[src/rtl/mema_seq_ctrl.sv]
// mema_seq_ctrl: sequencer for the skewed A-operand FIFO bank.
// Each job loads DIM host row vectors into the bank (LOAD), then pulses the
// bank shift enable for SHIFT_CYCLES non-stalled cycles (SHIFT).
// Optional perf counter of stalled SHIFT cycles: define MEMA_SEQ_CTRL_PERF_EN.
module mema_seq_ctrl #(
  parameter int BITS_AB      = 8,
  parameter int DIM          = 8,
  parameter int SHIFT_CYCLES = 3*DIM-2
) (
  input  logic                                clk,
  input  logic                                rst_n,
  input  logic                                start,
  input  logic                                in_valid,
  output logic                                in_ready,
  input  logic signed [DIM-1:0][BITS_AB-1:0]  in_data,
  input  logic                                stall,
  output logic signed [DIM-1:0][BITS_AB-1:0]  Ain,
  output logic                                WrEn,
  output logic [$clog2(DIM)-1:0]              Arow,
  output logic                                en,
  output logic                                busy,
  output logic                                done,
  output logic [31:0]                         stall_cycles
);

  localparam int RW = $clog2(DIM);
  localparam int SW = $clog2(SHIFT_CYCLES+1);
  localparam logic [RW-1:0] ROW_LAST   = RW'(DIM-1);
  localparam logic [SW-1:0] SHIFT_LAST = SW'(SHIFT_CYCLES-1);

  typedef enum logic [1:0] {IDLE, LOAD, SHIFT} state_e;

  state_e          state_q, state_d;
  logic [RW-1:0]   row_cnt_q, row_cnt_d;
  logic [SW-1:0]   shift_cnt_q, shift_cnt_d;
  logic            done_q, done_d;

  // State, counters and the registered done pulse
  always_ff @(posedge clk or negedge rst_n) begin
    if (!rst_n) begin
      state_q     <= IDLE;
      row_cnt_q   <= '0;
      shift_cnt_q <= '0;
      done_q      <= 1'b0;
    end else begin
      state_q     <= state_d;
      row_cnt_q   <= row_cnt_d;
      shift_cnt_q <= shift_cnt_d;
      done_q      <= done_d;
    end
  end

  // Next state: row_cnt is cleared when LOAD ends so Arow reads 0 outside LOAD
  always_comb begin
    state_d     = state_q;
    row_cnt_d   = row_cnt_q;
    shift_cnt_d = shift_cnt_q;
    done_d      = 1'b0;
    case (state_q)
      IDLE: begin
        if (start) begin
          state_d     = LOAD;
          row_cnt_d   = '0;
          shift_cnt_d = '0;
        end
      end
      LOAD: begin
        if (in_valid) begin
          if (row_cnt_q == ROW_LAST) begin
            state_d   = SHIFT;
            row_cnt_d = '0;
          end else begin
            row_cnt_d = row_cnt_q + 1'b1;
          end
        end
      end
      SHIFT: begin
        if (!stall) begin
          if (shift_cnt_q == SHIFT_LAST) begin
            state_d     = IDLE;
            shift_cnt_d = '0;
            done_d      = 1'b1;
          end else begin
            shift_cnt_d = shift_cnt_q + 1'b1;
          end
        end
      end
      default: state_d = IDLE;
    endcase
  end

  // Outputs: write path is a zero-latency pass-through of the accepted beat
  always_comb begin
    in_ready = (state_q == LOAD);
    WrEn     = (state_q == LOAD) && in_valid;
    en       = (state_q == SHIFT) && !stall;
    busy     = (state_q != IDLE);
    done     = done_q;
    Arow     = row_cnt_q;
    Ain      = in_data;
  end

`ifdef MEMA_SEQ_CTRL_PERF_EN
  logic [31:0] stall_cycles_q, stall_cycles_d;

  // Saturating count of stalled SHIFT cycles, restarted by each accepted start
  always_comb begin
    stall_cycles_d = stall_cycles_q;
    if (state_q == IDLE && start)
      stall_cycles_d = '0;
    else if (state_q == SHIFT && stall && stall_cycles_q != 32'hFFFF_FFFF)
      stall_cycles_d = stall_cycles_q + 32'd1;
  end

  // Perf counter register
  always_ff @(posedge clk or negedge rst_n) begin
    if (!rst_n) stall_cycles_q <= '0;
    else        stall_cycles_q <= stall_cycles_d;
  end

  assign stall_cycles = stall_cycles_q;
`else
  assign stall_cycles = '0;
`endif

endmodule
[config.mk]
export PLATFORM = sky130hd
export DESIGN_NAME = mema_seq_ctrl
export DESIGN_NICKNAME = d
export VERILOG_FILES = /design/src/rtl/mema_seq_ctrl.sv
export SDC_FILE = /design/constraint.sdc
export NUM_CORES = 1
export LEC_CHECK = 0
export CORE_MARGIN = 10
export CORE_UTILIZATION = 23
export DETAILED_ROUTE_END_ITERATION = 12
export PLACE_DENSITY = 0.77
export SYNTH_ARGS = -nofsm -noshare
export SYNTH_HDL_FRONTEND = slang
export SYNTH_SLANG_ARGS = --single-unit
[constraint.sdc]
create_clock -name clk -period 1.35 [get_ports clk]
set_input_delay 0.135 -clock clk [delete_from_list [all_inputs] [get_ports clk]]
set_output_delay 0.135 -clock clk [all_outputs]
set_load 0.05 [all_outputs]
==> tab_implementation.tex, run 1 <==
\begin{tabular}{lr}
\hline
Metric & Value \\
\hline
\multicolumn{2}{l}{\textbf{Outcome}} \\
\quad Status & finished with violations \\
\quad Failing checks & setup timing \\
\multicolumn{2}{l}{\textbf{Synth}} \\
\quad Syn\_area\_per\_cell & 8.56 sq um \\
\quad Post-synthesis cell type count & 25 \\
\quad \#FFs+latches synth & 11 \\
\quad Share of async-settable or async-resettable flops after synthesis & 100\% \\
\quad Post-synthesis cell area & 0.00135 sq mm \\
\quad Warnings from Yosys & 0 \\
\quad Synthesized instance count & 158 \\
\quad Sequential-to-total area share from yosys stat & 20.4\% \\
\quad Number of enable flip-flop cells after synthesis & 0 \\
\quad Top FF cell, synth & sky130\_fd\_sc\_hd\_\_dfrtp\_1 \\
\multicolumn{2}{l}{\textbf{Final layout}} \\
\quad Final core utilization & about 23\% \\
\quad Most common cell after layout, fill and taps aside & sky130\_fd\_sc\_hd\_\_conb\_1 \\
\quad Share of post-route cells with drive strength above 1 & 37.6\% \\
\quad Number of nets in the layout & 199 \\
\quad Relative area change from synthesis to final layout & -4.81\% \\
\quad Non-filler instance count after layout & 197 \\
\quad Non-Filler Cell Area, Final & 0.00129 sq mm \\
\quad Fill count & 615 \\
\quad Antenna diode instance count & 0 \\
\quad Highest-count cells in the layout ignoring fill and taps & sky130\_fd\_sc\_hd\_\_conb\_1, sky130\_fd\_sc\_hd\_\_buf\_4, sky130\_fd\_sc\_hd\_\_dfrtp\_1 \\
\multicolumn{2}{l}{\textbf{Die}} \\
\quad Core region area & 0.00561 sq mm \\
\quad Floorplan die height & approximately 97 um \\
\quad Number of cell rows & 27 \\
\quad Chip width & $\sim$97 um \\
\quad Starting Density & 24.1\% \\
\quad Die outline area & between 0.009 and 0.01 sq mm \\
\quad Top-Level Pins & 173 \\
\multicolumn{2}{l}{\textbf{Timing}} \\
\quad Post-route clock skew & 0.00157 ns \\
\quad Final setup TNS & -0.0189 ns \\
\quad Final critical delay including setup and external delays & 1.37 ns \\
\quad Setup ws final & -0.0189 ns \\
\quad Fraction of the cycle the final worst path needs & 101\% \\
\quad Highest attainable clock frequency & 0.731 GHz \\
\quad RSZ-0062 raised after global routing & true \\
\quad Final number of setup-violating endpoints & 1 \\
\quad Final count of hold timing violations & 0 \\
\quad Max-slew violations & 0 \\
\multicolumn{2}{l}{\textbf{Clocking}} \\
\quad Worst-skew pair later-pin latency & 0.24 ns \\
\quad Num CTS Buffers & 3 \\
\quad Post-CTS clock slew at the launch and capture registers of the worst setup and hold paths & 0.05 ns \\
\quad Clock sink total & 11 \\
\quad Buffer type at the clock tree root & sky130\_fd\_sc\_hd\_\_clkbuf\_8 \\
\quad CTS H-tree depth & 1 \\
\quad Clock tree from TritonCTS & yes \\
\quad Post-cts hold buffer count & 0 \\
\quad Maximum clock insertion buffer count & 2 \\
\multicolumn{2}{l}{\textbf{Detailed routing}} \\
\quad First-iteration detailed-routing DRC count & 17 \\
\quad Sum of routed wire length over all layers & 2720 um \\
\quad Antenna-violating nets left & 0 \\
\quad Via count & 747 \\
\quad Routed wire per std cell & 13.8 um \\
\quad Post-route DRC violation count & 0 \\
\quad DR pass1 iterations & 4 \\
\quad Via-to-Cell Ratio & 3.79 \\
\multicolumn{2}{l}{\textbf{Power}} \\
\quad Internal power consumption & 0.00144 W \\
\quad Clock power share & 12.8\% \\
\quad Switching Share & 44.8\% \\
\quad Leakage Power & 0.598 nW \\
\quad P per Cell Area & 2020 mW/mm\^{}2 \\
\quad Combinational group share of total power & between 60\% and 70\% \\
\quad Switching Power & 0.00116 W \\
\quad Highest ir drop seen on vdd & $\sim$0.00098 V \\
\quad Sequential Power Share & between 20\% and 30\% \\
\multicolumn{2}{l}{\textbf{Min path}} \\
\quad Type of the most critical hold path & in -> async \\
\multicolumn{2}{l}{\textbf{Global routing}} \\
\quad GRT Total Usage & under 10\% \\
\quad Vias in the first global route & 839 \\
\quad Maximum number of pins on one net before global-route repair & 10 \\
\quad First-pass GRT wire length & 4270 um \\
\quad Global-route congestion overflow total & 0 \\
\quad Number of antenna violations at the first check in global routing & 0 \\
\multicolumn{2}{l}{\textbf{Setup path}} \\
\quad Worst setup path class & reg -> reg \\
\quad Cell count of the worst reg-to-reg path & 5 \\
\quad Data arrival time at the worst-slack endpoint & 1.51 ns \\
\quad Master of the slowest instance on the critical path & sky130\_fd\_sc\_hd\_\_dfrtp\_1 \\
\quad Max Fanout on Critical Path & 5 \\
\quad Worst Path Required & between 1 and 1.5 ns \\
\quad Kind of cell adding the most delay to the critical path & simple AND/OR/NAND/NOR gates \\
\quad Total stage count of the critical path & 5 \\
\quad Kind of start point of the critical path & flop \\
\quad Number of buffers and inverters on the critical path & 1 \\
\quad Ordered list of cells on the worst path & buf\_4 -> nor2b\_4 -> nand2\_1 -> or2\_4 -> o311ai\_4 \\
\quad Delay of the slowest cell on the worst path & 0.39 ns \\
\quad Crit. End Element & flop \\
\multicolumn{2}{l}{\textbf{Placed design}} \\
\quad Pre-CTS worst setup slack & -0.129 ns \\
\quad Final estimated routing congestion in global placement & 0.818 \\
\quad Detail Placement HPWL & 2200 um \\
\quad Number of placed instances with taps included & 190 \\
\quad Cell area reported after detailed placement & 0.00116 sq mm \\
\quad Number of input and output port buffers inserted & 12 \\
\multicolumn{2}{l}{\textbf{Job}} \\
\quad \# Max-Cap Violations & 0 \\
\hline
\end{tabular}
## sequential cells by signal (all words and copies together), names as in the netlist
register and flops:
done 1, shift_cnt_q 5, Arow 3, state_q 2
## power groups by stage
| stage | sequential (W) | combinational [W] | clock (W) |
|---|---|---|---|
| finish | 0.000575 | 0.00169 | 0.000334 |
| global route | 0.000594 | 0.00182 | 0.000364 |
| CTS | 0.000569 | 0.00167 | 0.000342 |
| detailed placement | 0.000577 | 0.00149 | 0 |
| global placement | 0.000565 | 0.00146 | 0 |
| floorplan | 0.000687 | 0.00138 | 0 |
## synth_stat cells (all sizes together), types with 2 or more instances
cell type | n | area (sq um)
a22o | 5 | 43.8
buf | 97 | 728
dfrtp | 11 | 275
ha | 4 | 50.1
inv | 3 | 11.3
nand2 | 6 | 22.5
nand2b | 4 | 25.0
nand3 | 4 | 20.0
nor2 | 3 | 11.3
nor2b | 3 | 21.3
o211ai | 2 | 15.0
o21ai | 2 | 10.0
o21bai | 2 | 15.0
or2 | 3 | 21.3
## routing by layer
layer / routed length (um) / vias up / track usage (%)
met5: 0 / - / 0
met4: 232 / 0 / 5.98
met3: 318 / 33 / 2.63
met2: 1320 / 58 / 9.05
met1: 849 / 338 / 4.43
li1: - / 318 / -
## metrics by stage
| step | power, W | hold WS [ns] |
|---|---|---|
| floorplan | 0.00207 | -0.161 |
| global placement | 0.00202 | 0.270 |
| CTS | 0.00258 | 0.151 |
| detailed placement | 0.00207 | 0.270 |
| finish | 0.00260 | 0.140 |
| global route | 0.00277 | 0.161 |
## worst paths after layout
check / from / end / slack, ns
min in group clk: in_data[18] / Ain[18] / 0.27
hold reg to reg: shift_cnt_q[4] / shift_cnt_q[4] / 0.57
max in group asynchronous: rst_n / Arow[2] / 0.81
setup / recovery: state_q[0] / shift_cnt_q[3] / -0.02
hold / removal: rst_n / shift_cnt_q[4] / 0.14
setup reg to reg: state_q[0] / shift_cnt_q[3] / -0.02
## area by class of cell
type | count | area, sq um | share of cell area (%)
clock buffer | 3 | 41.3 | 3.21
multi-input combinational | 78 | 527 | 40.9
sequential | 11 | 279 | 21.7
clock inverter | 1 | 5.00 | 0.389
inverter | 3 | 11.3 | 0.875
tap | 72 | 90.1 | 7.00
timing repair buffer | 29 | 334 | 25.9
## kinds of logic (layout without fill, tap and decap cells)
kind of cell | count (synthesis) | in the layout | synth area share [%]
adder cells (fa/ha/maj) | 4 | 4 | 3.70
AND/OR/NAND/NOR | 27 | 27 | 10.9
flip-flops | 11 | 11 | 20.4
other | 1 | 32 | 0.277
buffers and inverters | 100 | 36 | 54.7
AO/OA/AOI/OAI | 15 | 15 | 10.1
## worst register-to-register path: cells and delay by family, from the launching register on
| kind | cells | cell delay [ns] |
|---|---|---|
| flops | 1 | 0.39 |
| buf+inv | 1 | 0.15 |
| simple gates | 3 | 0.50 |
| compound gates | 1 | 0.22 |
## what timing repair did
item,in CTS,in global routing
pin swaps,1,9
resized for setup,10,5
buffers inserted,3,1
gates cloned,0,0
endpoints found under the setup margin,4,7
No activity file was read; power rests on OpenSTA's default activity.
==> run 2: changes to the inputs <==
--- a/config.mk
+++ b/config.mk
@@ -6,9 +6,11 @@
 export NUM_CORES = 1
 export LEC_CHECK = 0
 export CORE_MARGIN = 10
-export CORE_UTILIZATION = 23
+export CORE_UTILIZATION = 26
+export CTS_CLUSTER_SIZE = 20
 export DETAILED_ROUTE_END_ITERATION = 12
-export PLACE_DENSITY = 0.77
+export PLACE_DENSITY = 0.82
+export SETUP_SLACK_MARGIN = 0.15
 export SYNTH_ARGS = -nofsm -noshare
 export SYNTH_HDL_FRONTEND = slang
 export SYNTH_SLANG_ARGS = --single-unit
==> constraint.sdc (replaced) <==
create_clock -name clk -period 1.5 [get_ports clk]
set_input_delay 0.15 -clock clk [delete_from_list [all_inputs] [get_ports clk]]
set_output_delay 0.15 -clock clk [all_outputs]
set_load 0.05 [all_outputs]
==> run 2 against run 1 <==
Against the previous run: the flow now finishes without violations; clock power shrank 6%; routed wire length grew 2.1%; clock skew grew 0.00058 ns.
==> tab_implementation.tex, run 2 (synthesized netlist as in run 1, its figures left out) <==
\begin{tabular}{lr}
\hline
Metric & Value \\
\hline
\multicolumn{2}{l}{\textbf{Setup path}} \\
\quad Kind of cell adding the most delay to the critical path & flip-flops \\
\quad Worst setup path class & reg -> reg \\
\quad Kind of start point of the critical path & flop \\
\quad Crit. End Element & flop \\
\quad Total stage count of the critical path & 5 \\
\quad Setup slack on the worst flop-to-flop path & 0.09 ns \\
\quad Delay of the slowest cell on the worst path & 0.40 ns \\
\quad Cell count of the worst reg-to-reg path & 5 \\
\quad Max Fanout on Critical Path & 5 \\
\quad Ordered list of cells on the worst path & buf\_6 -> nand2b\_4 -> a21o\_1 -> or2\_4 -> o311ai\_4 \\
\quad Master of the slowest instance on the critical path & sky130\_fd\_sc\_hd\_\_dfrtp\_1 \\
\quad Worst Path Required & 1.66 ns \\
\quad Number of buffers and inverters on the critical path & 1 \\
\quad Data arrival time at the worst-slack endpoint & 1.57 ns \\
\multicolumn{2}{l}{\textbf{Power}} \\
\quad Leakage Power & roughly 0.58 nW \\
\quad Sequential Power Share & 23.3\% \\
\quad Combinational group share of total power & between 60 and 70\% \\
\quad P per Cell Area & 1870 mW/mm\^{}2 \\
\quad Switching Power & between 0.001 and 0.0015 W \\
\quad Highest ir drop seen on vdd & approximately 0.00074 V \\
\quad Switching Share & 44.6\% \\
\quad Internal power consumption & 0.00129 W \\
\quad Final Power & approximately 0.0023 W \\
\quad Clock power share & 13.6\% \\
\multicolumn{2}{l}{\textbf{Clocking}} \\
\quad Clock sink total & 11 \\
\quad Worst-skew pair later-pin latency & 0.25 ns \\
\quad Num CTS Buffers & 3 \\
\quad Maximum clock insertion buffer count & 2 \\
\quad CTS H-tree depth & 1 \\
\quad Clock tree from TritonCTS & yes \\
\quad Post-CTS clock slew at the launch and capture registers of the worst setup and hold paths & 0.05 ns \\
\quad Buffer type at the clock tree root & sky130\_fd\_sc\_hd\_\_clkbuf\_8 \\
\multicolumn{2}{l}{\textbf{Timing}} \\
\quad Final number of setup-violating endpoints & 0 \\
\quad Final count of hold timing violations & 0 \\
\quad Transition time at the pin with the least slew margin & 0.516 ns \\
\quad Post-route clock skew & $\sim$0.0021 ns \\
\quad Highest attainable clock frequency & 0.709 GHz \\
\quad Max-slew violations & 0 \\
\quad RSZ-0062 raised after global routing & true \\
\quad Final critical delay including setup and external delays & 1.41 ns \\
\quad Fraction of the cycle the final worst path needs & 94.1\% \\
\quad Worst slew margin & 65.5\% \\
\quad Final setup TNS & 0 ns \\
\multicolumn{2}{l}{\textbf{Final layout}} \\
\quad Relative area change from synthesis to final layout & -8.23\% \\
\quad Multi-input logic area & 524 sq um \\
\quad Most flops, register & shift\_cnt\_q \\
\quad Fill count & around 560 \\
\quad Antenna diode instance count & 0 \\
\quad Number of nets in the layout & approximately 200 \\
\quad Most common cell after layout, fill and taps aside & sky130\_fd\_sc\_hd\_\_conb\_1 \\
\quad Highest-count cells in the layout ignoring fill and taps & sky130\_fd\_sc\_hd\_\_conb\_1, sky130\_fd\_sc\_hd\_\_buf\_4, sky130\_fd\_sc\_hd\_\_dfrtp\_1 \\
\quad FF/Latch Area & 279 sq um \\
\quad Share of post-route cells with drive strength above 1 & 35.8\% \\
\quad Max FFs per register & 5 \\
\multicolumn{2}{l}{\textbf{Detailed routing}} \\
\quad Met2 WL post-DR & 1230 um \\
\quad Via-to-Cell Ratio & 3.78 \\
\quad Sum of routed wire length over all layers & 2780 um \\
\quad Via count & between 700 and 800 \\
\quad DR pass1 iterations & 4 \\
\quad Routed wire per std cell & 14.4 um \\
\quad Antenna-violating nets left & 0 \\
\quad Top sig layer & met4 \\
\quad First-iteration detailed-routing DRC count & 13 \\
\quad Post-route DRC violation count & 0 \\
\quad Post-route met1 wirelength & a little under 900 um \\
\quad Routed length on met3 & 393 um \\
\multicolumn{2}{l}{\textbf{Global routing}} \\
\quad GRT Total Usage & under 10\% \\
\quad Maximum number of pins on one net before global-route repair & 12 \\
\quad First-pass GRT wire length & between 4000 and 5000 um \\
\quad Vias in the first global route & 784 \\
\quad Global-route congestion overflow total & 0 \\
\quad Number of antenna violations at the first check in global routing & 0 \\
\multicolumn{2}{l}{\textbf{Min path}} \\
\quad Type of the most critical hold path & in -> async \\
\multicolumn{2}{l}{\textbf{Placed design}} \\
\quad Number of input and output port buffers inserted & 12 \\
\quad Final estimated routing congestion in global placement & between 0.7 and 0.8 \\
\quad Detail Placement HPWL & roughly 2200 um \\
\multicolumn{2}{l}{\textbf{Die}} \\
\quad Starting Density & 26.7\% \\
\quad Top-Level Pins & 173 \\
\quad Die outline area & around 0.0085 sq mm \\
\quad Core region area & 0.00507 sq mm \\
\quad Chip width & 92.1 um \\
\quad Floorplan die height & 92.1 um \\
\quad Number of cell rows & 26 \\
\multicolumn{2}{l}{\textbf{Job}} \\
\quad \# Max-Cap Violations & 0 \\
\multicolumn{2}{l}{\textbf{Outcome}} \\
\quad Status & completed \\
\hline
\end{tabular}
-- run 2: routing by layer --
layer  track usage (%)  vias up
met5                 0        -
met4              8.35        0
met3              3.83       31
met2              9.41       58
met1              4.78      327
li1                  -      314
-- run 2: final cells by class --
type | instances | area share [%]
clock buffer | 4 | 3.63
tap | 70 | 7.06
timing repair buffer | 27 | 23.7
multi-input combinational | 78 | 42.2
sequential | 11 | 22.5
inverter | 3 | 0.907
-- run 2: final timing paths --
check / from / to
max: state_q[1] / shift_cnt_q[3]
min: rst_n / shift_cnt_q[4]
max reg2reg: state_q[1] / shift_cnt_q[3]
min reg2reg: shift_cnt_q[2] / shift_cnt_q[2]
max in group asynchronous: rst_n / Arow[0]
min in group clk: in_data[1] / Ain[1]
-- run 2: power by group through the flow --
stage	sequential, W	clock, W	combinational [W]
6_report	0.000542	0.000315	0.00147
5_1_grt	0.000559	0.000331	0.00157
4_1_cts	0.000540	0.000315	0.00138
3_5_place_dp	0.000561	0	0.00115
3_3_place_gp	0.000556	0	0.00113
2_1_floorplan	0.000620	0	0.00124
-- run 2: repair_timing --
item | CTS | global route
pin swaps | 1 | 7
setup buffers | 6 | 3
resized for setup | 9 | 5
hold buffers | 0 | 0
setup endpoints to repair | 5 | 10
-- run 2: stage by stage --
step | hold slack (ns) | util (%) | instance area (sq um) | worst slack (ns) | instances
after floorplan | -0.146 | - | 1510 | 0.113 | 189
after global placement | 0.300 | 20.9 | 1060 | 0.0492 | 180
after detailed placement | 0.300 | 20.9 | 1060 | 0.0527 | 180
after CTS | 0.267 | 23.6 | 1200 | 0.115 | 190
after global routing | 0.300 | 24.5 | 1240 | 0.0224 | 193
final | 0.243 | 24.5 | 1240 | 0.0891 | 193
